===== config.mk =====
export PLATFORM = sky130hd
export DESIGN_NAME = bus_cycle_seq
export DESIGN_NICKNAME = d
export VERILOG_FILES = /design/src/rtl/bus_cycle_seq_pkg.sv /design/src/rtl/bus_ws_timer.sv /design/src/rtl/bus_cycle_seq.sv
export SDC_FILE = /design/constraint.sdc
export NUM_CORES = 1
export LEC_CHECK = 0
export BUFFER_PORTS_ARGS = -buffer_cell sky130_fd_sc_hd__clkbuf_2
export CAP_MARGIN = 20
export CELL_PAD_IN_SITES_DETAIL_PLACEMENT = 0
export CELL_PAD_IN_SITES_GLOBAL_PLACEMENT = 1
export CORE_MARGIN = 2
export CORE_UTILIZATION = 44
export CTS_CLUSTER_DIAMETER = 80
export DETAILED_ROUTE_END_ITERATION = 16
export GPL_TIMING_DRIVEN = 1
export PLACE_DENSITY = 0.9
export SYNTH_ARGS = -nofsm -noshare
export SYNTH_HDL_FRONTEND = slang
export SYNTH_SLANG_ARGS = --single-unit

===== constraint.sdc =====
create_clock -name clk -period 2.8 [get_ports clk]
set_clock_uncertainty 0.15 [all_clocks]
set_input_delay 0.42 -clock clk [delete_from_list [all_inputs] [get_ports clk]]
set_output_delay 0.42 -clock clk [all_outputs]
set_load 0.02 [all_outputs]

===== src/rtl/bus_cycle_seq_pkg.sv =====
// Shared definitions for the bus transaction sequencer: state codes, default
// timing parameters and small decode helpers. BUS_TIMEOUT_EN widens the timer.
package bus_cycle_seq_pkg;

  typedef enum logic [2:0] {
    ST_IDLE   = 3'd0,
    ST_ADDR   = 3'd1,
    ST_STROBE = 3'd2,
    ST_WAIT   = 3'd3,
    ST_HOLD   = 3'd4
  } state_t;

  localparam int DEF_MIN_WS  = 1;
  localparam int DEF_TIMEOUT = 255;

`ifdef BUS_TIMEOUT_EN
  localparam int TIMER_W = 8;
`else
  localparam int TIMER_W = 4;
`endif

  function automatic logic params_ok(input int min_ws, input int timeout);
    return (min_ws >= 1) && (min_ws <= 15) && (timeout >= 1) && (timeout <= 255);
  endfunction

  // Address strobe covers every cycle of a transaction after IDLE.
  function automatic logic addr_phase(input state_t s);
    return (s != ST_IDLE);
  endfunction

  // Data strobe is only low while the data phase is open (STROBE or WAIT).
  function automatic logic data_phase(input state_t s);
    return (s == ST_STROBE) || (s == ST_WAIT);
  endfunction

endpackage


===== src/rtl/bus_ws_timer.sv =====
// Loadable down-counter for strobe/wait cycle counts.
// zero is high on the terminal cycle of a loaded count (count value 0).
module bus_ws_timer #(
  parameter int WIDTH = 8
) (
  input  logic             clk,
  input  logic             nreset,
  input  logic             load,
  input  logic [WIDTH-1:0] value,
  output logic             zero
);

  logic [WIDTH-1:0] count;

  always_ff @(posedge clk or negedge nreset) begin
    if (!nreset) begin
      count <= '0;
    end else if (load) begin
      count <= value;
    end else if (count != '0) begin
      count <= count - 1'b1;
    end
  end

  assign zero = (count == '0);

endmodule


===== src/rtl/bus_cycle_seq.sv =====
// Bus transaction sequencer: one-cycle start -> nmem/nio address phase, nr/nw
// data phase with wait states, done pulse. BUS_TIMEOUT_EN adds a WAIT timeout with berr.
module bus_cycle_seq
  import bus_cycle_seq_pkg::*;
#(
  parameter int MIN_WS  = DEF_MIN_WS,
  parameter int TIMEOUT = DEF_TIMEOUT
) (
  input  logic clk,
  input  logic nreset,
  input  logic start,
  input  logic io,
  input  logic write,
  input  logic nwaitext,
  output logic nmem,
  output logic nio,
  output logic nr,
  output logic nw,
  output logic busy,
  output logic done,
  output logic berr
);

  if (!params_ok(MIN_WS, TIMEOUT)) begin : g_param_err
    $error("bus_cycle_seq: MIN_WS must be 1..15 and TIMEOUT 1..255");
  end

  state_t state, state_next;
  logic   io_lat, io_next;
  logic   write_lat, write_next;

  logic               timer_load;
  logic [TIMER_W-1:0] timer_val;
  logic               timer_zero;

`ifdef BUS_TIMEOUT_EN
  logic timeout_hit;
`endif

  bus_ws_timer #(
    .WIDTH(TIMER_W)
  ) u_timer (
    .clk    (clk),
    .nreset (nreset),
    .load   (timer_load),
    .value  (timer_val),
    .zero   (timer_zero)
  );

  always_comb begin
    state_next = state;
    io_next    = io_lat;
    write_next = write_lat;
    timer_load = 1'b0;
    timer_val  = TIMER_W'(MIN_WS - 1);
`ifdef BUS_TIMEOUT_EN
    timeout_hit = 1'b0;
`endif
    case (state)
      ST_IDLE: begin
        if (start) begin
          state_next = ST_ADDR;
          io_next    = io;
          write_next = write;
        end
      end
      ST_ADDR: begin
        state_next = ST_STROBE;
        timer_load = 1'b1;
        timer_val  = TIMER_W'(MIN_WS - 1);
      end
      ST_STROBE: begin
        if (timer_zero) begin
          if (nwaitext) begin
            state_next = ST_HOLD;
          end else begin
            state_next = ST_WAIT;
`ifdef BUS_TIMEOUT_EN
            timer_load = 1'b1;
            timer_val  = TIMER_W'(TIMEOUT - 1);
`endif
          end
        end
      end
      ST_WAIT: begin
        if (nwaitext) begin
          state_next = ST_HOLD;
`ifdef BUS_TIMEOUT_EN
        end else if (timer_zero) begin
          // Device never released the bus: close the cycle and flag it.
          state_next  = ST_HOLD;
          timeout_hit = 1'b1;
`endif
        end
      end
      ST_HOLD: begin
        state_next = ST_IDLE;
      end
      default: begin
        state_next = ST_IDLE;
      end
    endcase
  end

  always_ff @(posedge clk or negedge nreset) begin
    if (!nreset) begin
      state     <= ST_IDLE;
      io_lat    <= 1'b0;
      write_lat <= 1'b0;
    end else begin
      state     <= state_next;
      io_lat    <= io_next;
      write_lat <= write_next;
    end
  end

  // Outputs are decoded from the next state so they leave the flops glitch-free
  // in the same cycle the state register takes that value.
  always_ff @(posedge clk or negedge nreset) begin
    if (!nreset) begin
      nmem <= 1'b1;
      nio  <= 1'b1;
      nr   <= 1'b1;
      nw   <= 1'b1;
      busy <= 1'b0;
      done <= 1'b0;
    end else begin
      nmem <= !(addr_phase(state_next) && !io_next);
      nio  <= !(addr_phase(state_next) && io_next);
      nr   <= !(data_phase(state_next) && !write_next);
      nw   <= !(data_phase(state_next) && write_next);
      busy <= (state_next != ST_IDLE);
      done <= (state_next == ST_HOLD);
    end
  end

`ifdef BUS_TIMEOUT_EN
  always_ff @(posedge clk or negedge nreset) begin
    if (!nreset) begin
      berr <= 1'b0;
    end else begin
      berr <= timeout_hit;
    end
  end
`else
  assign berr = 1'b0;
`endif

endmodule


Yosys cells after proc, flatten, opt, wreduce, memory -nomap -nowiden. Cells that the tools add are included.

Word-level logic and storage cells: 45. Register bits: 15. Output and inout bits: 7.

Add/subtract/negate cells: 1. Muxes and demuxes: 12. Equality and inequality tests: 6. Reductions and logical operators: 16.

Operators by type and width (count): 3-bit by 2-bit equality test with 1-bit output, second input constant (4); 3-bit 2-to-1 mux (4); 3-bit one-hot mux with 4 select lines (1); 4-bit 2-to-1 mux (2); 1-bit zero test (6); 1-bit 2-to-1 mux (5); 1-bit logical AND (4); 4-bit zero test (1); 4-bit nonzero test (1); 4-bit by 1-bit subtractor with 4-bit output, second input constant (1); 3-bit by 1-bit equality test with 1-bit output, second input constant (1); 3-bit equality test, second input constant (1); 3-bit zero test (1); 3-bit nonzero test (1); 2-bit nonzero test (1); 1-bit logical OR (1).

Depth between registers and ports, before layout. Gate-level depths: netlist of run 1.

Depth after elaboration: 7. Mapped depth: 5. Mapped depth without buffers: 5.

Cells and area by module. Synthesis of run 1 repeated with hierarchy kept, for this count alone.

Cells, all modules: 55. Area total of the unflattened synthesis: 670.6 sq um.

Modules (own cells, without submodules): bus_cycle_seq (cells an instance 33, area an instance 436.7 sq um, times used 1, sequential area each 280.3 sq um); bus_ws_timer (cells an instance 22, area an instance 234.0 sq um, times used 1, sequential area each 100.1 sq um).

Worst setup path after synthesis of run 1. OpenSTA, ideal clock, no wires.

Kind: reg-to-reg. Start: reg u_timer.count[0]. End: reg nw. Path buffers: 0. Cell stages (with the launch flop): 6. Slack: 1.178 ns. Period minus slack after synthesis: 1.622 ns. Library setup time: 0.094 ns. Arrival: 1.378 ns. Path through: dfrtp_1 inv_1 ha_1 nor3b_4 o21ba_1 or4b_1.

Cells in the longest elaborated chain, start to end: 7. Elaborated cells on any way between the ends: 8. Classes of those cells: eq/ne (2); mux (2); reduce/logical (4).

Ends and longest elaborated chain: start, declared (line bus_ws_timer.sv:13) `logic [WIDTH-1:0] count;`; start signal, assigned (line bus_ws_timer.sv:19) `count <= value;`; start signal, assigned (line bus_ws_timer.sv:21) `count <= count - 1'b1;`; 4-bit zero test (*) (line bus_ws_timer.sv:25) `assign zero = (count == '0);`; 3-bit 2-to-1 mux (*) (line bus_cycle_seq.sv:73) `if (timer_zero) begin`; 3-bit one-hot mux with 4 select lines (*) (line bus_cycle_seq.sv:59) `case (state)`; 3-bit by 2-bit equality test with 1-bit output (line bus_cycle_seq_pkg.sv:33) `return (s == ST_STROBE) || (s == ST_WAIT);`; 1-bit logical OR (*) (line bus_cycle_seq_pkg.sv:33); 1-bit logical AND (*) (line bus_cycle_seq.sv:131) `nw <= !(data_phase(state_next) && write_next);`; 1-bit zero test (*) (line bus_cycle_seq.sv:131); end signal, assigned (line bus_cycle_seq.sv:131); end, declared (line bus_cycle_seq.sv:18) `output logic nw,`.

Mark *: on every way between the ends. The rest lies on a longest branch, timed or not. A chain may end at the register's enable or synchronous reset.

Worst setup path in the final report of run 1. Ends and elaborated chain as after synthesis.

==> metrics.cfg, run 1 <==
[pwr]
cellLeakagePower_nw = 0.366
power_density_nw_per_um2 = 900
p_clk_share_pct = 17.1
vdd_drop_max_mv = 0.309
p_sw_share_pct = 34.1
p_seq_share_pct = 52.1
p_comb_share_pct = 30.8
switchingPower_uw = 233
intPower_uw = 450

[drt]
viasPerCell = 5.01
routed_wl_um = 984
wl_met2_um = 497
wl_met1_um = 448
met3_length_um = 24
wire_per_inst_um = 12.0
antenna_left = 0
drt_first_pass_iters = 4
maxUsedRoutingLayer = met4
vias = 411
drc = 0
drtIter0Drc = 2

[setup_path]
cp-start-kind = flop
cp_slowest_cell = or4b_1
crit_fanout = 6
critPathMaxStageDelay_ns = 0.46
cp.required_ns = 2.84
worstPathCellList = inv_1 > ha_1 > nor3b_4 > o21ba_1 > or4b_1
worstPathArrival_ns = 1.74
end_kind = flop
crit_type = reg2reg

[floorplanning]
initial_core_util_pct = 45.8
num_io_pins = 13
rows = 14
coreArea_um2 = 1450
dieWidth_um = 42.9
die_y_um = 42.9
fp.dieArea_um2 = 1840

[grt]
gr-total-overflow = 0
grt_pass1_vias = 390
antenna_found_initial = 0
gr-usage-all-layers_pct = 12.5
grt_max_degree = 16
grt_pass1_wl_mm = 1.66

[timing]
setup_viol = 0
period_share_pct = 60.7
drv_slew = 0
fin_setup_tns_ns = 0
fmax_mhz = 588
relSlewSlack_pct = 65.2
period_needed_ns = 1.70
tightest_slew_ns = 0.520
final_hold_viol_count = 0
rsz0062_at_grt = false

[synth]
synth.area.top_cells = dfrtp_1, dfstp_2, nor3_1, ha_1, nor4b_4
syn_area_per_cell_um2 = 12.8
yosysSeqAreaShare_pct = 57.1
synth_top_cell_area_share_pct = 41.4
synth_warnings = 0
syn-instance-count = 52
syn-num-nets = 60
post-synth-top-area-cell = dfrtp_1
syn_area_um2 = 666
netlist-cell-type-count = 25
yosys_register_bits = 15

[clock_network]
cts_tree = yes
clk_latency_ns = 0.27
cts_resized = 0
clock-root-buffer = clkbuf_4
cts_sinks = 15
cts_buffer_depth = 2
clk_pin_slew_ns = 0.08
cts_made_buffers = 3
h-tree-depth = 1

[place]
place_congestion = 0.693
port-buffer-count = 11
dp_hpwl_um = 768
dp_cells = 77

[finish]
layout.nets = 75
drive_above_1_share_pct = 36.4
mostFrequentLayoutCells = dfrtp_1, clkbuf_2, nor2_1, nor3_1, dfstp_2
final_core_util_pct = 52.2
seq_area_um2 = 380
multiInputGateArea_um2 = 259
finalNonFillerCells = 82
area_growth_pct = 13.9
antennaDiodeCount = 0
fillerInstances = 125

[hold_path]
hp-class = in2reg

[job]
cap_violations = 0

[run_status]
outcome = finished clean

-- final cells by class --
cell class                 instances  area share [%]
tap                               16            2.64
multi-input combinational         33            34.2
inverter                           2           0.990
timing repair buffer              12            8.58
clock buffer                       4            3.47
sequential                        15            50.2
-- final timing paths --
path,end,slack [ns],from,cells past startpoint
worst max-delay path,nw$_DFF_PN1_,1.10,u_timer.count[0]$_DFFE_PN0P_,5
worst min-delay path,write_lat$_DFF_PN0_,0.23,write,2
worst max register to register,nw$_DFF_PN1_,1.10,u_timer.count[0]$_DFFE_PN0P_,5
worst min register to register,nr$_DFF_PN1_,0.36,write_lat$_DFF_PN0_,1
max in group asynchronous,nmem$_DFF_PN1_,1.77,nreset,2
min in group asynchronous,u_timer.count[2]$_DFFE_PN0P_,0.43,nreset,2
-- logic make-up after synthesis --
group | share of synthesized area (%)
AND/OR/NAND/NOR | 22.7
flip-flops | 57.1
buffers and inverters | 3.95
AO/OA/AOI/OAI | 3.76
multiplexers | 5.45
adder cells (fa/ha/maj) | 3.76
XOR/XNOR | 2.63
other | 0.563
-- through the flow --
stage / setup slack [ns] / power [mW] / hold WS, ns / area [um^2]
detailed placement: 1.11 / 0.574 / 0.191 / 722
finish: 1.10 / 0.683 / 0.230 / 758
CTS: 1.09 / 0.693 / 0.225 / 758
global placement: 1.13 / 0.564 / 0.190 / 722
floorplan: 1.18 / 0.514 / -0.0256 / 666
global route: 0.969 / 0.726 / 0.222 / 758
-- cells in the mapped netlist --
cell type  count
a211oi_1       1
and2b_2        1
buf_4          1
buf_6          1
conb_1         1
dfrtp_1       11
dfstp_2        4
ha_1           2
inv_1          2
mux2_2         1
mux2_4         1
mux2i_1        1
nand2_1        2
nand2b_1       1
nor2_1         6
nor3_1         6
nor3b_1        1
nor3b_4        1
nor4b_4        1
o21ba_1        1
o21bai_1       1
or3b_2         1
or4_1          1
or4b_1         1
xnor2_1        2
-- sequential cells by signal (all words and copies together), names as in the netlist --
register       flops
state              3
nmem               1
nw                 1
u_timer.count      4
nio                1
write_lat          1
busy               1
io_lat             1
nr                 1
done               1
-- what timing repair did --
item,CTS,global route
hold buffers,1,0
setup buffers,0,0
endpoints found under the hold margin,11,0
-- power by group through the flow --
stage	Combinational, mW	Clock [mW]	Sequential [mW]
6_report	0.210	0.117	0.355
5_1_grt	0.231	0.130	0.364
4_1_cts	0.214	0.122	0.356
3_5_place_dp	0.213	0	0.361
3_3_place_gp	0.206	0	0.358
2_1_floorplan	0.126	0	0.388
-- routing by layer --
metal	vias to the layer above	track usage, %
li1	205	-
met1	197	14.6
met5	-	0
met2	7	20.9
met3	2	2.55
met4	0	7.50
-- critical path: cells and delay by family (launching register included) --
kind                     cells  cell delay, ns
AND/OR/NAND/NOR              2            0.63
adder cells (fa/ha/maj)      1            0.21
AO/OA/AOI/OAI                1            0.19
buffers and inverters        1            0.08
flip-flops                   1            0.36
No activity file was read; power rests on OpenSTA's default activity.
==> inputs of run 2 (changes only) <==
- CORE_UTILIZATION: 44 -> 37
- PLACE_DENSITY: 0.9 -> 0.82
- clock period: 2.8 -> 1.55 ns (I/O delays scaled with it)
==> run 2 against run 1 <==
The flow now finishes with violations (negative setup slack). Largest cell class unchanged. Largest power group unchanged. Design area rose by 14%. Flip-flop and latch count did not move. Critical path type unchanged. Setup slack got worse by 1.2 ns.
==> metrics.cfg, run 2 (synthesis gave the netlist of run 1 again) <==
[pwr]
p_sw_share_pct = 33.4
p_clk_share_pct = 15.9
p_seq_share_pct = 46.6
p_comb_share_pct = 37.5
vdd_drop_max_mv = 0.718
intPower_uw = 892
power_mw = 1.34
power_density_nw_per_um2 = 1540
switchingPower_uw = 448
cellLeakagePower_nw = 0.419

[floorplanning]
fp.dieArea_um2 = 2150
num_io_pins = 13
die_y_um = 46.4
initial_core_util_pct = 39.0
dieWidth_um = 46.4
coreArea_um2 = 1710
rows = 15

[place]
dp_hpwl_um = 870
place_area_um2 = 798
dp_slack_ns = -0.0896
port-buffer-count = 11
place_congestion = 0.679

[finish]
mostFrequentLayoutCells = clkbuf_2, dfrtp_1, buf_4, nor2_1, nor3_1
final_common_cell = clkbuf_2
largestRegisters = u_timer.count (4), state (3)
fin_area_um2 = 867
fillerInstances = 170
drive_above_1_share_pct = 52.0
area_growth_pct = 30.3
regMostFlops = u_timer.count
layout.nets = 84
antennaDiodeCount = 0
multiInputGateArea_um2 = 284
seq_area_um2 = 382
largest_reg_flops = 4

[drt]
drt_first_pass_iters = 1
antenna_left = 0
wire_per_inst_um = 12.4
drtIter0Drc = 0
viasPerCell = 4.44
vias = 444
drc = 0
routed_wl_mm = 1.24

[clock_network]
clock-root-buffer = clkbuf_4
cts_sinks = 15
clk_pin_slew_ns = 0.08
clk_latency_ns = 0.27
cts_made_buffers = 3
cts_buffer_depth = 2
h-tree-depth = 1
cts_tree = yes

[timing]
setup_viol = 3
period_needed_ns = 1.63
final_hold_viol_count = 0
drv_slew = 0
whs_ns = 0.0386
period_share_pct = 105
fmax_mhz = 614
worst_slack_ns = -0.0780
rsz0062_at_grt = true

[grt]
grt_pass1_wl_mm = 1.77
antenna_found_initial = 0
grt_max_degree = 16
gr-usage-all-layers_pct = 12.1
gr-total-overflow = 0
grt_pass1_vias = 430

[job]
cap_violations = 0

[setup_path]
critPathBufInv = 1
rr_endpoint = nw$_DFF_PN1_
reg2regPathDepth = 5
cp-start-kind = flop
cp_slowest_cell = or4b_1
cp.required_ns = 1.59
crit_fanout = 4
r2r-start = u_timer.count[0]$_DFFE_PN0P_
crit_family = simple AND/OR/NAND/NOR gates
worstPathArrival_ns = 1.67
critPathMaxStageDelay_ns = 0.47
end_kind = flop
r2r_setup_slack_ns = -0.08
crit_type = reg2reg
worstPathCellList = inv_2 > ha_4 > nor3b_4 > o21ba_1 > or4b_1

[hold_path]
hold_depth = 2
hp-start = write
hp-class = in2reg
hold_path_end = write_lat$_DFF_PN0_

[run_status]
outcome = finished with violations
violations = negative setup slack

[run 2: changes by cell type in the layout (fill, tap and decap cells not counted), sizes merged]
cell,previous run,this run
buf,0,9
[run 2: worst reg2reg max path, cell delays in order, from the launching register on]
cell and delay (ns):
dfrtp_1 0.37, inv_2 0.06, ha_4 0.15, nor3b_4 0.16, o21ba_1 0.19, or4b_1 0.47
[run 2: timing repair]
item	in CTS	in global routing
hold buffers	1	0
pin swaps	1	1
gates resized for setup	2	2
setup buffers	0	2
endpoints found under the setup margin	3	4
hold endpoints to repair	15	0
gates cloned	0	0
[run 2: how the worst max path moves through the flow]
stage,start,endpoint,slack (ns),cells past startpoint
floorplan,u_timer.count[0]$_DFFE_PN0P_,nw$_DFF_PN1_,-0.04,5
global placement,u_timer.count[0]$_DFFE_PN0P_,nw$_DFF_PN1_,-0.05,5
detailed placement,u_timer.count[0]$_DFFE_PN0P_,nw$_DFF_PN1_,-0.09,5
CTS,u_timer.count[0]$_DFFE_PN0P_,nw$_DFF_PN1_,-0.09,5
global route,u_timer.count[0]$_DFFE_PN0P_,nw$_DFF_PN1_,-0.11,5
finish,u_timer.count[0]$_DFFE_PN0P_,nw$_DFF_PN1_,-0.08,5
[run 2: per-stage QoR]
| step | setup TNS [ns] | utilization [%] | std cells |
|---|---|---|---|
| detailed placement | -0.111 | 46.7 | 93 |
| global route | -0.274 | 50.8 | 100 |
| floorplan | -0.0361 | - | 52 |
| finish | -0.100 | 50.8 | 100 |
| CTS | -0.119 | 49.4 | 98 |
| global placement | -0.0643 | 46.7 | 93 |
[run 2: area by class of cell]
type                            instances  share of cell area [%]
Timing Repair Buffer                   21                    15.7
Inverter                                2                   0.866
Sequential cell                        15                    44.0
Multi-Input combinational cell         33                    32.8
Clock buffer                            4                    3.03
Tap cell                               25                    3.61
[run 2: metal layers]
metal | part of all wire (%) | GRT usage (%) | up-vias
li1 | - | - | 221
met2 | 60 | 21.4 | 3
met3 | 1.9 | 2.35 | 2
met4 | 0.81 | 6.86 | 0
met1 | 38 | 13.4 | 218
met5 | 0 | 0 | -
[run 2: power groups by stage]
stage	Sequential (mW)	Clock, mW	Combinational (mW)
2_1_floorplan	0.701	0	0.228
3_5_place_dp	0.634	0	0.460
6_report	0.625	0.213	0.502
4_1_cts	0.629	0.225	0.489
3_3_place_gp	0.626	0	0.452
5_1_grt	0.642	0.239	0.545
